## src/rtl/bldc_seq_pkg.sv

```systemverilog
// Shared types and widths for the BLDC start-up sequencer.
package bldc_seq_pkg;

    localparam int STATE_W = 3;
    localparam int VEL_W   = 16;
    localparam int OFF_W   = 8;
    localparam int TRQ_W   = 8;

    typedef enum logic [STATE_W-1:0] {
        ST_IDLE     = 3'd0,
        ST_ALIGN    = 3'd1,
        ST_RAMP     = 3'd2,
        ST_RUN      = 3'd3,
        ST_STOPPING = 3'd4,
        ST_FAULT    = 3'd5
    } seq_state_e;

endpackage

```

## src/rtl/bldc_tick_gen.sv

```systemverilog
// Free-running prescaler: produces a one-clk tick pulse every TICK_DIV clocks.
module bldc_tick_gen #(
    parameter int TICK_DIV = 1000
) (
    input  logic clk,
    input  logic rst_n,
    output logic tick
);

    localparam int            CW   = (TICK_DIV > 1) ? $clog2(TICK_DIV) : 1;
    localparam logic [CW-1:0] LAST = CW'(TICK_DIV - 1);

    logic [CW-1:0] cnt_r;
    logic          tick_r;

    // Count 0..TICK_DIV-1 and raise tick_r for the clock right after the wrap.
    always_ff @(posedge clk or negedge rst_n) begin
        if (!rst_n) begin
            cnt_r  <= {CW{1'b0}};
            tick_r <= 1'b0;
        end else if (cnt_r == LAST) begin
            cnt_r  <= {CW{1'b0}};
            tick_r <= 1'b1;
        end else begin
            cnt_r  <= cnt_r + 1'b1;
            tick_r <= 1'b0;
        end
    end

    assign tick = tick_r;

endmodule

```

## src/rtl/bldc_startup_seq.sv

```systemverilog
// Start-up / shut-down sequencer for a sensored BLDC sine-commutation stage:
// align with a fixed field, step the field open-loop while checking that the
// rotor follows, then track the velocity command with a slew limit.
module bldc_startup_seq
    import bldc_seq_pkg::*;
#(
    parameter int TICK_DIV    = 1000,
    parameter int ALIGN_TICKS = 500,
    parameter int ALIGN_VEL   = 40,
    parameter int RAMP_STEPS  = 128,
    parameter int MIN_MOVE    = 32,
    parameter int SLEW        = 2,
    parameter int TORQUE_RUN  = 16
) (
    input  logic                      clk,
    input  logic                      rst_n,
    input  logic                      start,
    input  logic                      stop,
    input  logic                      fault_in,
    input  logic signed [VEL_W-1:0]   velocity_cmd,
    input  logic        [VEL_W-1:0]   feedback,
    output logic                      enable,
    output logic                      testmode,
    output logic signed [VEL_W-1:0]   velocity,
    output logic signed [OFF_W-1:0]   offset,
    output logic        [TRQ_W-1:0]   torque,
    output logic        [STATE_W-1:0] state,
    output logic                      running,
    output logic                      fault
);

    localparam int VW1     = VEL_W + 1;
    localparam int CNT_MAX = (ALIGN_TICKS > RAMP_STEPS) ? ALIGN_TICKS : RAMP_STEPS;
    localparam int CNT_W   = $clog2(CNT_MAX + 1);

    localparam logic        [CNT_W-1:0] ALIGN_LAST    = CNT_W'(ALIGN_TICKS - 1);
    localparam logic        [CNT_W-1:0] RAMP_LAST     = CNT_W'(RAMP_STEPS);
    localparam logic signed [VEL_W-1:0] VEL_ALIGN_POS = VEL_W'(ALIGN_VEL);
    localparam logic signed [VEL_W-1:0] VEL_ALIGN_NEG = VEL_W'(-ALIGN_VEL);
    localparam logic signed [VEL_W-1:0] VEL_ZERO      = {VEL_W{1'b0}};
    localparam logic signed [VEL_W-1:0] VEL_SLEW      = VEL_W'(SLEW);
    localparam logic signed [VW1-1:0]   SLEW_W        = VW1'(SLEW);
    localparam logic        [VW1-1:0]   MIN_MOVE_W    = VW1'(MIN_MOVE);
    localparam logic        [TRQ_W-1:0] TRQ_RUN       = TRQ_W'(TORQUE_RUN);
    localparam logic        [TRQ_W-1:0] TRQ_ZERO      = {TRQ_W{1'b0}};
    localparam logic        [OFF_W-1:0] OFF_ZERO      = {OFF_W{1'b0}};
    localparam logic        [OFF_W-1:0] OFF_INC       = {{(OFF_W-1){1'b0}}, 1'b1};
    localparam logic        [OFF_W-1:0] OFF_DEC       = {OFF_W{1'b1}};

    // One slew-limited step of cur toward tgt; the 17-bit difference keeps
    // full-scale sign changes (e.g. +32767 -> -32768) from overflowing.
    function automatic logic signed [VEL_W-1:0] slew_step(
        input logic signed [VEL_W-1:0] cur,
        input logic signed [VEL_W-1:0] tgt
    );
        logic signed [VW1-1:0] diff;
        diff = {tgt[VEL_W-1], tgt} - {cur[VEL_W-1], cur};
        if (diff > SLEW_W) begin
            slew_step = cur + VEL_SLEW;
        end else if (diff < -SLEW_W) begin
            slew_step = cur - VEL_SLEW;
        end else begin
            slew_step = tgt;
        end
    endfunction

    seq_state_e              state_r, state_nxt_s;
    logic                    dir_r, dir_nxt_s;
    logic [CNT_W-1:0]        cnt_r, cnt_nxt_s;
    logic [VEL_W-1:0]        fb_ref_r, fb_ref_nxt_s;
    logic signed [VEL_W-1:0] vel_r, vel_nxt_s;
    logic [OFF_W-1:0]        off_r, off_nxt_s;
    logic [TRQ_W-1:0]        trq_r, trq_nxt_s;
    logic                    en_r, en_nxt_s;
    logic                    tm_r, tm_nxt_s;
    logic                    run_r, run_nxt_s;
    logic                    flt_r, flt_nxt_s;

    logic                    tick_s;
    logic                    stop_req_s;
    logic signed [VEL_W-1:0] fb_delta_s;
    logic [VW1-1:0]          fb_mag_s;
    logic                    moved_s;

    bldc_tick_gen #(.TICK_DIV(TICK_DIV)) u_tick (
        .clk   (clk),
        .rst_n (rst_n),
        .tick  (tick_s)
    );

    assign stop_req_s = stop | ~start;
    // Rotor travel since the end of ALIGN, taken modulo 2^16 and made absolute.
    assign fb_delta_s = feedback - fb_ref_r;
    assign fb_mag_s   = fb_delta_s[VEL_W-1] ? ({VW1{1'b0}} - {fb_delta_s[VEL_W-1], fb_delta_s})
                                            : {1'b0, fb_delta_s};
    assign moved_s    = (fb_mag_s >= MIN_MOVE_W);

    // Next state plus event-driven values, then the per-state static outputs.
    always_comb begin
        state_nxt_s  = state_r;
        dir_nxt_s    = dir_r;
        cnt_nxt_s    = cnt_r;
        fb_ref_nxt_s = fb_ref_r;
        vel_nxt_s    = vel_r;
        off_nxt_s    = off_r;
        trq_nxt_s    = trq_r;
        en_nxt_s     = en_r;
        tm_nxt_s     = tm_r;
        run_nxt_s    = run_r;
        flt_nxt_s    = flt_r;

        case (state_r)
            ST_IDLE: begin
                if (fault_in) begin
                    state_nxt_s = ST_FAULT;
                end else if (start && !stop) begin
                    state_nxt_s = ST_ALIGN;
                    dir_nxt_s   = velocity_cmd[VEL_W-1];
                    cnt_nxt_s   = {CNT_W{1'b0}};
                    vel_nxt_s   = velocity_cmd[VEL_W-1] ? VEL_ALIGN_NEG : VEL_ALIGN_POS;
                end else begin
                    state_nxt_s = ST_IDLE;
                end
            end
            ST_ALIGN: begin
                if (fault_in) begin
                    state_nxt_s = ST_FAULT;
                end else if (stop_req_s) begin
                    state_nxt_s = ST_STOPPING;
                    vel_nxt_s   = VEL_ZERO;
                end else if (tick_s) begin
                    if (cnt_r == ALIGN_LAST) begin
                        state_nxt_s  = ST_RAMP;
                        cnt_nxt_s    = {CNT_W{1'b0}};
                        fb_ref_nxt_s = feedback;
                    end else begin
                        cnt_nxt_s = cnt_r + 1'b1;
                    end
                end else begin
                    state_nxt_s = ST_ALIGN;
                end
            end
            ST_RAMP: begin
                if (fault_in) begin
                    state_nxt_s = ST_FAULT;
                end else if (stop_req_s) begin
                    state_nxt_s = ST_STOPPING;
                    vel_nxt_s   = VEL_ZERO;
                end else if (tick_s) begin
                    if (cnt_r == RAMP_LAST) begin
                        // Stall check: the rotor must have followed the stepped field.
                        if (moved_s) begin
                            state_nxt_s = ST_RUN;
                        end else begin
                            state_nxt_s = ST_FAULT;
                        end
                    end else begin
                        off_nxt_s = off_r + (dir_r ? OFF_DEC : OFF_INC);
                        cnt_nxt_s = cnt_r + 1'b1;
                    end
                end else begin
                    state_nxt_s = ST_RAMP;
                end
            end
            ST_RUN: begin
                if (fault_in) begin
                    state_nxt_s = ST_FAULT;
                end else if (stop_req_s) begin
                    state_nxt_s = ST_STOPPING;
                end else if (tick_s) begin
                    vel_nxt_s = slew_step(vel_r, velocity_cmd);
                end else begin
                    state_nxt_s = ST_RUN;
                end
            end
            ST_STOPPING: begin
                if (fault_in) begin
                    state_nxt_s = ST_FAULT;
                end else if (vel_r == VEL_ZERO) begin
                    state_nxt_s = ST_IDLE;
                end else if (tick_s) begin
                    vel_nxt_s = slew_step(vel_r, VEL_ZERO);
                end else begin
                    state_nxt_s = ST_STOPPING;
                end
            end
            ST_FAULT: begin
                if (!fault_in && !start) begin
                    state_nxt_s = ST_IDLE;
                end else begin
                    state_nxt_s = ST_FAULT;
                end
            end
            default: begin
                state_nxt_s = ST_IDLE;
            end
        endcase

        case (state_nxt_s)
            ST_IDLE: begin
                en_nxt_s = 1'b0; tm_nxt_s = 1'b0; trq_nxt_s = TRQ_ZERO;
                run_nxt_s = 1'b0; flt_nxt_s = 1'b0;
                vel_nxt_s = VEL_ZERO; off_nxt_s = OFF_ZERO;
            end
            ST_ALIGN: begin
                en_nxt_s = 1'b1; tm_nxt_s = 1'b1; trq_nxt_s = TRQ_ZERO;
                run_nxt_s = 1'b0; flt_nxt_s = 1'b0;
                off_nxt_s = OFF_ZERO;
            end
            ST_RAMP: begin
                en_nxt_s = 1'b1; tm_nxt_s = 1'b1; trq_nxt_s = TRQ_ZERO;
                run_nxt_s = 1'b0; flt_nxt_s = 1'b0;
            end
            ST_RUN: begin
                en_nxt_s = 1'b1; tm_nxt_s = 1'b0; trq_nxt_s = TRQ_RUN;
                run_nxt_s = 1'b1; flt_nxt_s = 1'b0;
                off_nxt_s = OFF_ZERO;
            end
            ST_STOPPING: begin
                en_nxt_s = 1'b1; tm_nxt_s = 1'b0; trq_nxt_s = TRQ_ZERO;
                run_nxt_s = 1'b0; flt_nxt_s = 1'b0;
                off_nxt_s = OFF_ZERO;
            end
            ST_FAULT: begin
                en_nxt_s = 1'b0; tm_nxt_s = 1'b0; trq_nxt_s = TRQ_ZERO;
                run_nxt_s = 1'b0; flt_nxt_s = 1'b1;
                vel_nxt_s = VEL_ZERO; off_nxt_s = OFF_ZERO;
            end
            default: begin
                en_nxt_s = 1'b0; tm_nxt_s = 1'b0; trq_nxt_s = TRQ_ZERO;
                run_nxt_s = 1'b0; flt_nxt_s = 1'b0;
                vel_nxt_s = VEL_ZERO; off_nxt_s = OFF_ZERO;
            end
        endcase
    end

    // State, sequencing registers and all stage-facing outputs.
    always_ff @(posedge clk or negedge rst_n) begin
        if (!rst_n) begin
            state_r  <= ST_IDLE;
            dir_r    <= 1'b0;
            cnt_r    <= {CNT_W{1'b0}};
            fb_ref_r <= {VEL_W{1'b0}};
            vel_r    <= VEL_ZERO;
            off_r    <= OFF_ZERO;
            trq_r    <= TRQ_ZERO;
            en_r     <= 1'b0;
            tm_r     <= 1'b0;
            run_r    <= 1'b0;
            flt_r    <= 1'b0;
        end else begin
            state_r  <= state_nxt_s;
            dir_r    <= dir_nxt_s;
            cnt_r    <= cnt_nxt_s;
            fb_ref_r <= fb_ref_nxt_s;
            vel_r    <= vel_nxt_s;
            off_r    <= off_nxt_s;
            trq_r    <= trq_nxt_s;
            en_r     <= en_nxt_s;
            tm_r     <= tm_nxt_s;
            run_r    <= run_nxt_s;
            flt_r    <= flt_nxt_s;
        end
    end

    assign enable   = en_r;
    assign testmode = tm_r;
    assign velocity = vel_r;
    assign offset   = off_r;
    assign torque   = trq_r;
    assign state    = state_r;
    assign running  = run_r;
    assign fault    = flt_r;

endmodule
```

## config.mk

```make
export PLATFORM = sky130hd
export DESIGN_NAME = bldc_startup_seq
export DESIGN_NICKNAME = d
export VERILOG_FILES = /design/src/rtl/bldc_seq_pkg.sv /design/src/rtl/bldc_tick_gen.sv /design/src/rtl/bldc_startup_seq.sv
export SDC_FILE = /design/constraint.sdc
export NUM_CORES = 1
export LEC_CHECK = 0
export ABC_AREA = 1
export BUFFER_PORTS_ARGS = -buffer_cell sky130_fd_sc_hd__buf_2
export CORE_ASPECT_RATIO = 1.75
export CORE_MARGIN = 10
export CORE_UTILIZATION = 66
export DETAILED_ROUTE_END_ITERATION = 8
export PLACE_DENSITY = 0.88
export SKIP_CTS_REPAIR_TIMING = 1
export SLEW_MARGIN = 30
export SYNTH_ARGS = -nofsm -noshare
export SYNTH_HDL_FRONTEND = slang
export SYNTH_SLANG_ARGS = --single-unit
```

## constraint.sdc

```tcl
create_clock -name clk -period 9.85 [get_ports clk]
set_input_delay 0.985 -clock clk [delete_from_list [all_inputs] [get_ports clk]]
set_output_delay 0.985 -clock clk [all_outputs]
set_load 0.005 [all_outputs]
```

[After elaboration in Yosys (flattened, before gate mapping)]
Cells that the tools add are included.
Word-level totals
  register bits: 76
  latch bits: 0
  bits in writable memories: 0
  bits in read-only memories: 0
  output and inout bits: 39
  word-level logic and storage cells: 147
  memories: 0
Operators by class
  add/subtract/negate cells: 9
  $mul: 0
  div/mod/pow operators: 0
  order comparisons: 5
  equality and inequality tests: 38
  shift operators: 0
  muxes and demuxes: 62
  bitwise operators: 4
  reductions and logical operators: 16
Operators by type and width (count)
  $mux 16: 16
  $mux 9: 10
  $pmux 16 s4: 1
  $mux 8: 7
  $mux 3: 17
  $gt 17x3->1 const B: 2
  $lt 17x2->1 const B: 2
  $sub 1x16->17 const A: 2
  $pmux 9 s3: 1
  $ne 3x3->1 const B: 7
  $ne 2x2->1 const B: 10
  $pmux 3 s6: 1
  $ge 17x6->1 const B: 1
  $mux 17: 1
  $sub 16x16->17: 1
  $add 16x3->16 const B: 1
  $logic_not 16->1: 1
  $sub 16x16->16: 1
  $sub 16x3->16 const B: 1
  $eq 3x2->1 const B: 4
  $eq 3x3->1 const B: 4
  $reduce_and 11->1: 1
  $add 10x1->10 const B: 1
  $eq 10x10->1 const B: 1
  22 further kinds: 40

[Logic depth before layout (Yosys ltp)]
  depth after elaboration: 14
  mapped depth: 31
  gate-level depth less buffers: 30

[Hierarchy]
Synthesis repeated with hierarchy kept, for this count alone.
Second synthesis, totals
  cells, all modules: 1181
  area total of the unflattened synthesis: 7493.4 um^2
By module, submodules not included
  bldc_startup_seq: times used 1, cells an instance 1103, area each 6919.1 um^2, sequential area each 1426.4 um^2
  bldc_tick_gen: times used 1, cells an instance 78, area each 574.3 um^2, sequential area each 275.3 um^2

[Worst setup path after synthesis]
No wires, ideal clock.
  kind: in2reg
  from: input port feedback[0]
  to: register vel_r[10], in the netlist velocity[10]
  setup time: 0.117 ns
  arrival time: 3.625 ns
  required time: 9.733 ns
  setup slack: 6.109 ns
  cell stages on the path: 28
  buffers on the path: 1
  cells stage by stage: inv_1 > ha_1 > inv_1 > fa_1 > inv_1 > ha_1 > inv_1 > nor2_1 > nand3_1 > nor2_1 > nand2_1 > nor2_1 > nand2_1 > nand2_1 > nand4_1 > nand2_1 > nand2_1 > nor2_1 > nand2_1 > nand2_1 > nand2_1 > nand2_2 > nand3_1 > nand3_1 > nand2_4 > buf_12 > nand3_2 > nand2_1
Between the ends
  cells in the longest elaborated chain, start to end: 14
  elaborated cells on any way between the ends: 28
Ends and longest elaborated chain
  start: declaration: line bldc_startup_seq.sv:21  | input logic [VEL_W-1:0] feedback,
  $sub 16x16->16 (*): line bldc_startup_seq.sv:93  | assign fb_delta_s = feedback - fb_ref_r;
  $sub 1x16->17: line bldc_startup_seq.sv:94  | assign fb_mag_s = fb_delta_s[VEL_W-1] ? ({VW1{1'b0}} - {fb_delta_s[VEL_W-1], fb_delta_s})
  $mux 17 (*): line bldc_startup_seq.sv:94
  $ge 17x6->1 (*): line bldc_startup_seq.sv:96  | assign moved_s = (fb_mag_s >= MIN_MOVE_W);
  $mux 3 (*): line bldc_startup_seq.sv:152  | if (moved_s) begin
  $mux 3 (*): line bldc_startup_seq.sv:150  | if (cnt_r == RAMP_LAST) begin
  $mux 3 (*): line bldc_startup_seq.sv:149  | end else if (tick_s) begin
  $mux 3 (*): line bldc_startup_seq.sv:146  | end else if (stop_req_s) begin
  $mux 3 (*): line bldc_startup_seq.sv:144  | if (fault_in) begin
  $pmux 3 s6 (*): line bldc_startup_seq.sv:112  | case (state_r)
  $eq 3x2->1 (tied with other cells): line bldc_startup_seq.sv:199  | case (state_nxt_s)
  $reduce_or 4->1 (no line) (*)
  $ne 5x2->1 (no line) (tied with other cells)
  $reduce_and 11->1 (no line)
  end signal: assignment: line bldc_startup_seq.sv:256  | vel_r <= vel_nxt_s;
  end: declaration: line bldc_startup_seq.sv:71  | logic signed [VEL_W-1:0] vel_r, vel_nxt_s;
Every way passes the cells marked *; elsewhere a longest branch is shown, timed or not.
A chain may end at the register's enable or synchronous reset.

[Worst setup path after layout]
  from: register vel_r[4], in the netlist velocity[4]
  to: register vel_r[2], in the netlist velocity[2]
Between the ends
  cells in the longest elaborated chain, start to end: 9
  elaborated cells on any way between the ends: 39
Ends and longest elaborated chain
  $sub 1x16->17 or $sub 16x16->17 (tied branches): line bldc_startup_seq.sv:57  | diff = {tgt[VEL_W-1], tgt} - {cur[VEL_W-1], cur};
  $lt 17x2->1: line bldc_startup_seq.sv:60  | end else if (diff < -SLEW_W) begin
  $mux 16: line bldc_startup_seq.sv:60
  $mux 16: line bldc_startup_seq.sv:58  | if (diff > SLEW_W) begin
  $mux 16 (on tied branches): line bldc_startup_seq.sv:181, bldc_startup_seq.sv:170
  $mux 16 (on tied branches): line bldc_startup_seq.sv:179, bldc_startup_seq.sv:168
  $mux 16 (on tied branches): line bldc_startup_seq.sv:177, bldc_startup_seq.sv:166
  $pmux 16 s4: line bldc_startup_seq.sv:112
  $mux 16: line bldc_startup_seq.sv:199
Several ways; a longest one is shown, not always the timed one. The select of a mux whose other input is x is not followed.

==> flow_metrics.py <==
metrics = {
    "drt": {
        "drt-total-wl_um": 23300,
        "routed-via-count": 8170,
        "drtPass1Iterations": 5,
        "avgViaCountPerCell": 5.86,
        "antenna_left": 0,
        "initialDrtViolationCount": 462,
        "drcViolationCount": 0,
        "avgRoutedWirePerCell_um": 16.7,
    },
    "worst_setup_path": {
        "cp.required_ps": 10070,
        "crit_path_end_kind": "flip-flop",
        "crit_path_max_fanout": 14,
        "path_class": "flip-flop to flip-flop",
        "cp.arrival_ps": 4410,
        "worst_setup_path_start_kind": "flip-flop",
    },
    "place": {
        "gp_congestion": 1.00,
        "port_buffers": 68,
        "post-place-ws_ps": 5480,
        "dpl-instance-area_um2": 7960,
        "dp_hpwl_um": 18200,
    },
    "timing": {
        "max_freq_ghz": 0.239,
        "setup-violations-final": 0,
        "period_share": 0.425,
        "setup_slack_ps": 5660,
        "layout_min_cycle_time_ps": 4190,
        "drv_slew": 0,
        "skew_ps": 10.4,
        "slew_headroom": 0.485,
        "rsz0062_at_grt": "false",
        "fin_tns_setup_ps": 0,
        "whs_ps": 502,
        "hold_viol_final": 0,
        "worstMarginPinSlew_ps": 771,
    },
    "grt": {
        "grt_pass1_vias": 8194,
        "grt_max_degree": 69,
        "grtUsageTotal": 0.281,
        "antenna_found_initial": 0,
        "grt_first_pass_wirelength_um": 37700,
        "grt_overflow": 0,
    },
    "yosys": {
        "synth_warnings": 0,
        "synth_cell_types": 50,
        "ys_seq_area_frac": 0.224,
        "ys_seq_elements": 68,
        "syn_area_per_cell_um2": 6.34,
        "synth_edf_count": 0,
        "yosys_most_used_dff": "dfrtp_1",
        "async_flop_share": 1.00,
        "synthCells": 1199,
        "syn_area_um2": 7600,
    },
    "layout": {
        "stdcell_area_um2": 8340,
        "syn_to_final_growth_pct": 9.76,
        "antenna_cells": 0,
        "num-nets-final": 1343,
        "final_util": 0.743,
        "drive_above_1_share": 0.116,
        "nFillCells": 1002,
    },
    "clock_tree": {
        "cts_tree": "yes",
        "htree_levels": 3,
        "insertion_delay_ps": 340,
        "numClockSinks": 68,
        "cts_root_buffer": "clkbuf_16",
        "numCtsBuffers": 9,
        "clockBufferDepth": 2,
        "clk_pin_slew_ps": 60,
    },
    "power_and_ir_drop": {
        "p_leak_uw": 0.00443,
        "power.density_nw_per_um2": 248,
        "peakVddDrop_uv": 175,
    },
    "floorplanning": {
        "die_x_um": 101,
        "dieArea_um2": 16400,
        "num_rows": 51,
        "ios": 76,
        "die_height_um": 162,
        "start_util": 0.677,
        "coreArea_um2": 11200,
    },
    "flow_run": {
        "max-cap-violations": 0,
    },
    "status": {
        "status": "completed",
    },
    "min_path": {
        "hp-class": "flip-flop to flip-flop",
    },
}
-- logic make-up (layout without fill, tap and decap cells) --
logic type | after synthesis | after routing | share of synthesized area
adders and majority gates | 49 | 49 | 0.0836
muxes | 16 | 16 | 0.0235
buffers and inverters | 204 | 261 | 0.110
AOI/OAI and AO/OA | 138 | 138 | 0.103
xor gates and xnor gates | 58 | 58 | 0.0669
other | 1 | 7 | 0.000494
and+or+nand+nor | 665 | 665 | 0.389
DFF | 68 | 68 | 0.224
-- where the power goes --
group / switching, uW / leakage, uW / internal [uW]
Clock: 133 / 0.000169 / 254
Sequential: 73.4 / 0.000910 / 323
Combinational: 866 / 0.00335 / 416
-- worst paths after layout --
path / from / end / slack, ps / cells after the start
hold reg to reg: fb_ref_r[0] / fb_ref_r[0] / 500 / 2
setup / recovery: velocity[4] / velocity[2] / 5660 / 19
hold / removal: fb_ref_r[0] / fb_ref_r[0] / 500 / 2
min in group asynchronous: rst_n / cnt_r[6] / 620 / 2
max in group asynchronous: rst_n / velocity[9] / 8680 / 3
setup reg to reg: velocity[4] / velocity[2] / 5660 / 19
-- sequential cells by signal (all words and copies together), names as in the netlist, 3 cells and up --
| register | count |
|---|---|
| fb_ref_r | 16 |
| state | 3 |
| velocity | 16 |
| offset | 8 |
| cnt_r | 9 |
| u_tick.cnt_r | 10 |
-- cell usage in the layout (no fill, tap or decap), types with 4 or more instances in the layout --
| cell | netlist | final |
|---|---|---|
| inv_1 | 167 | 167 |
| nand3_2 | 10 | 10 |
| o21a_1 | 4 | 4 |
| ha_1 | 46 | 46 |
| inv_2 | 5 | 5 |
| nand2_1 | 312 | 312 |
| nand4_1 | 18 | 18 |
| or2_2 | 9 | 9 |
| nor3_1 | 24 | 24 |
| clkbuf_16 | 0 | 9 |
| nand3_1 | 124 | 124 |
| xor2_1 | 48 | 48 |
| o211ai_1 | 6 | 6 |
| xnor2_1 | 10 | 10 |
| nor4_1 | 11 | 11 |
| conb_1 | 1 | 7 |
| o21ai_0 | 28 | 28 |
| o21ai_1 | 5 | 5 |
| nor2_1 | 127 | 127 |
| buf_2 | 10 | 68 |
| nor3b_1 | 4 | 4 |
| mux2_2 | 15 | 15 |
| a21oi_1 | 74 | 74 |
| nand2_2 | 11 | 11 |
| dfrtp_1 | 68 | 68 |
-- final cells by class --
type                       count  area (um2)  area share
tap                          132         165      0.0198
clock inverter                 6         111      0.0134
sequential                    68        1700       0.204
timing repair buffer          72         390      0.0468
inverter                     173         649      0.0779
clock buffer                  10         239      0.0287
multi-input combinational    933        5080       0.610
-- per-stage QoR --
step	power [uW]	instances
final	2070	1394
after global routing	2220	1394
after CTS	2030	1393
after detailed placement	1640	1377
after global placement	1630	1377
after floorplan	1340	1205
-- cells in the mapped netlist, types with 15 or more instances --
cell	instances	area, um2
nand2_1	312	1170
nor3_1	24	120
o21ai_0	28	140
mux2_2	15	169
nand4_1	18	113
xor2_1	48	420
ha_1	46	576
nor2_1	127	477
a21oi_1	74	370
inv_1	167	627
dfrtp_1	68	1700
nand3_1	124	621
-- per-layer routing --
metal | global-route usage | routed length (um) | up-vias
met5 | 0 | 0 | -
met1 | 0.267 | 7720 | 3728
met4 | 0.213 | 1760 | 0
met3 | 0.0395 | 1320 | 105
met2 | 0.517 | 12500 | 335
li1 | - | - | 4002
-- critical path, stage by stage, from the launching register on --
cell,delay [ps]
dfrtp_1,500
clkinv_1,320
ha_1,460
nand2_1,110
o21ai_1,150
a21oi_1,80
o21ai_1,250
nand2_1,80
nand2_1,80
xor2_1,240
nand3_1,110
nor2_1,110
nand3_1,360
nand2_1,490
nand2_1,210
or2_1,260
nand3_1,80
nand2_1,70
nand2_1,60
nand2_1,60
No activity file was read; power rests on OpenSTA's default activity.
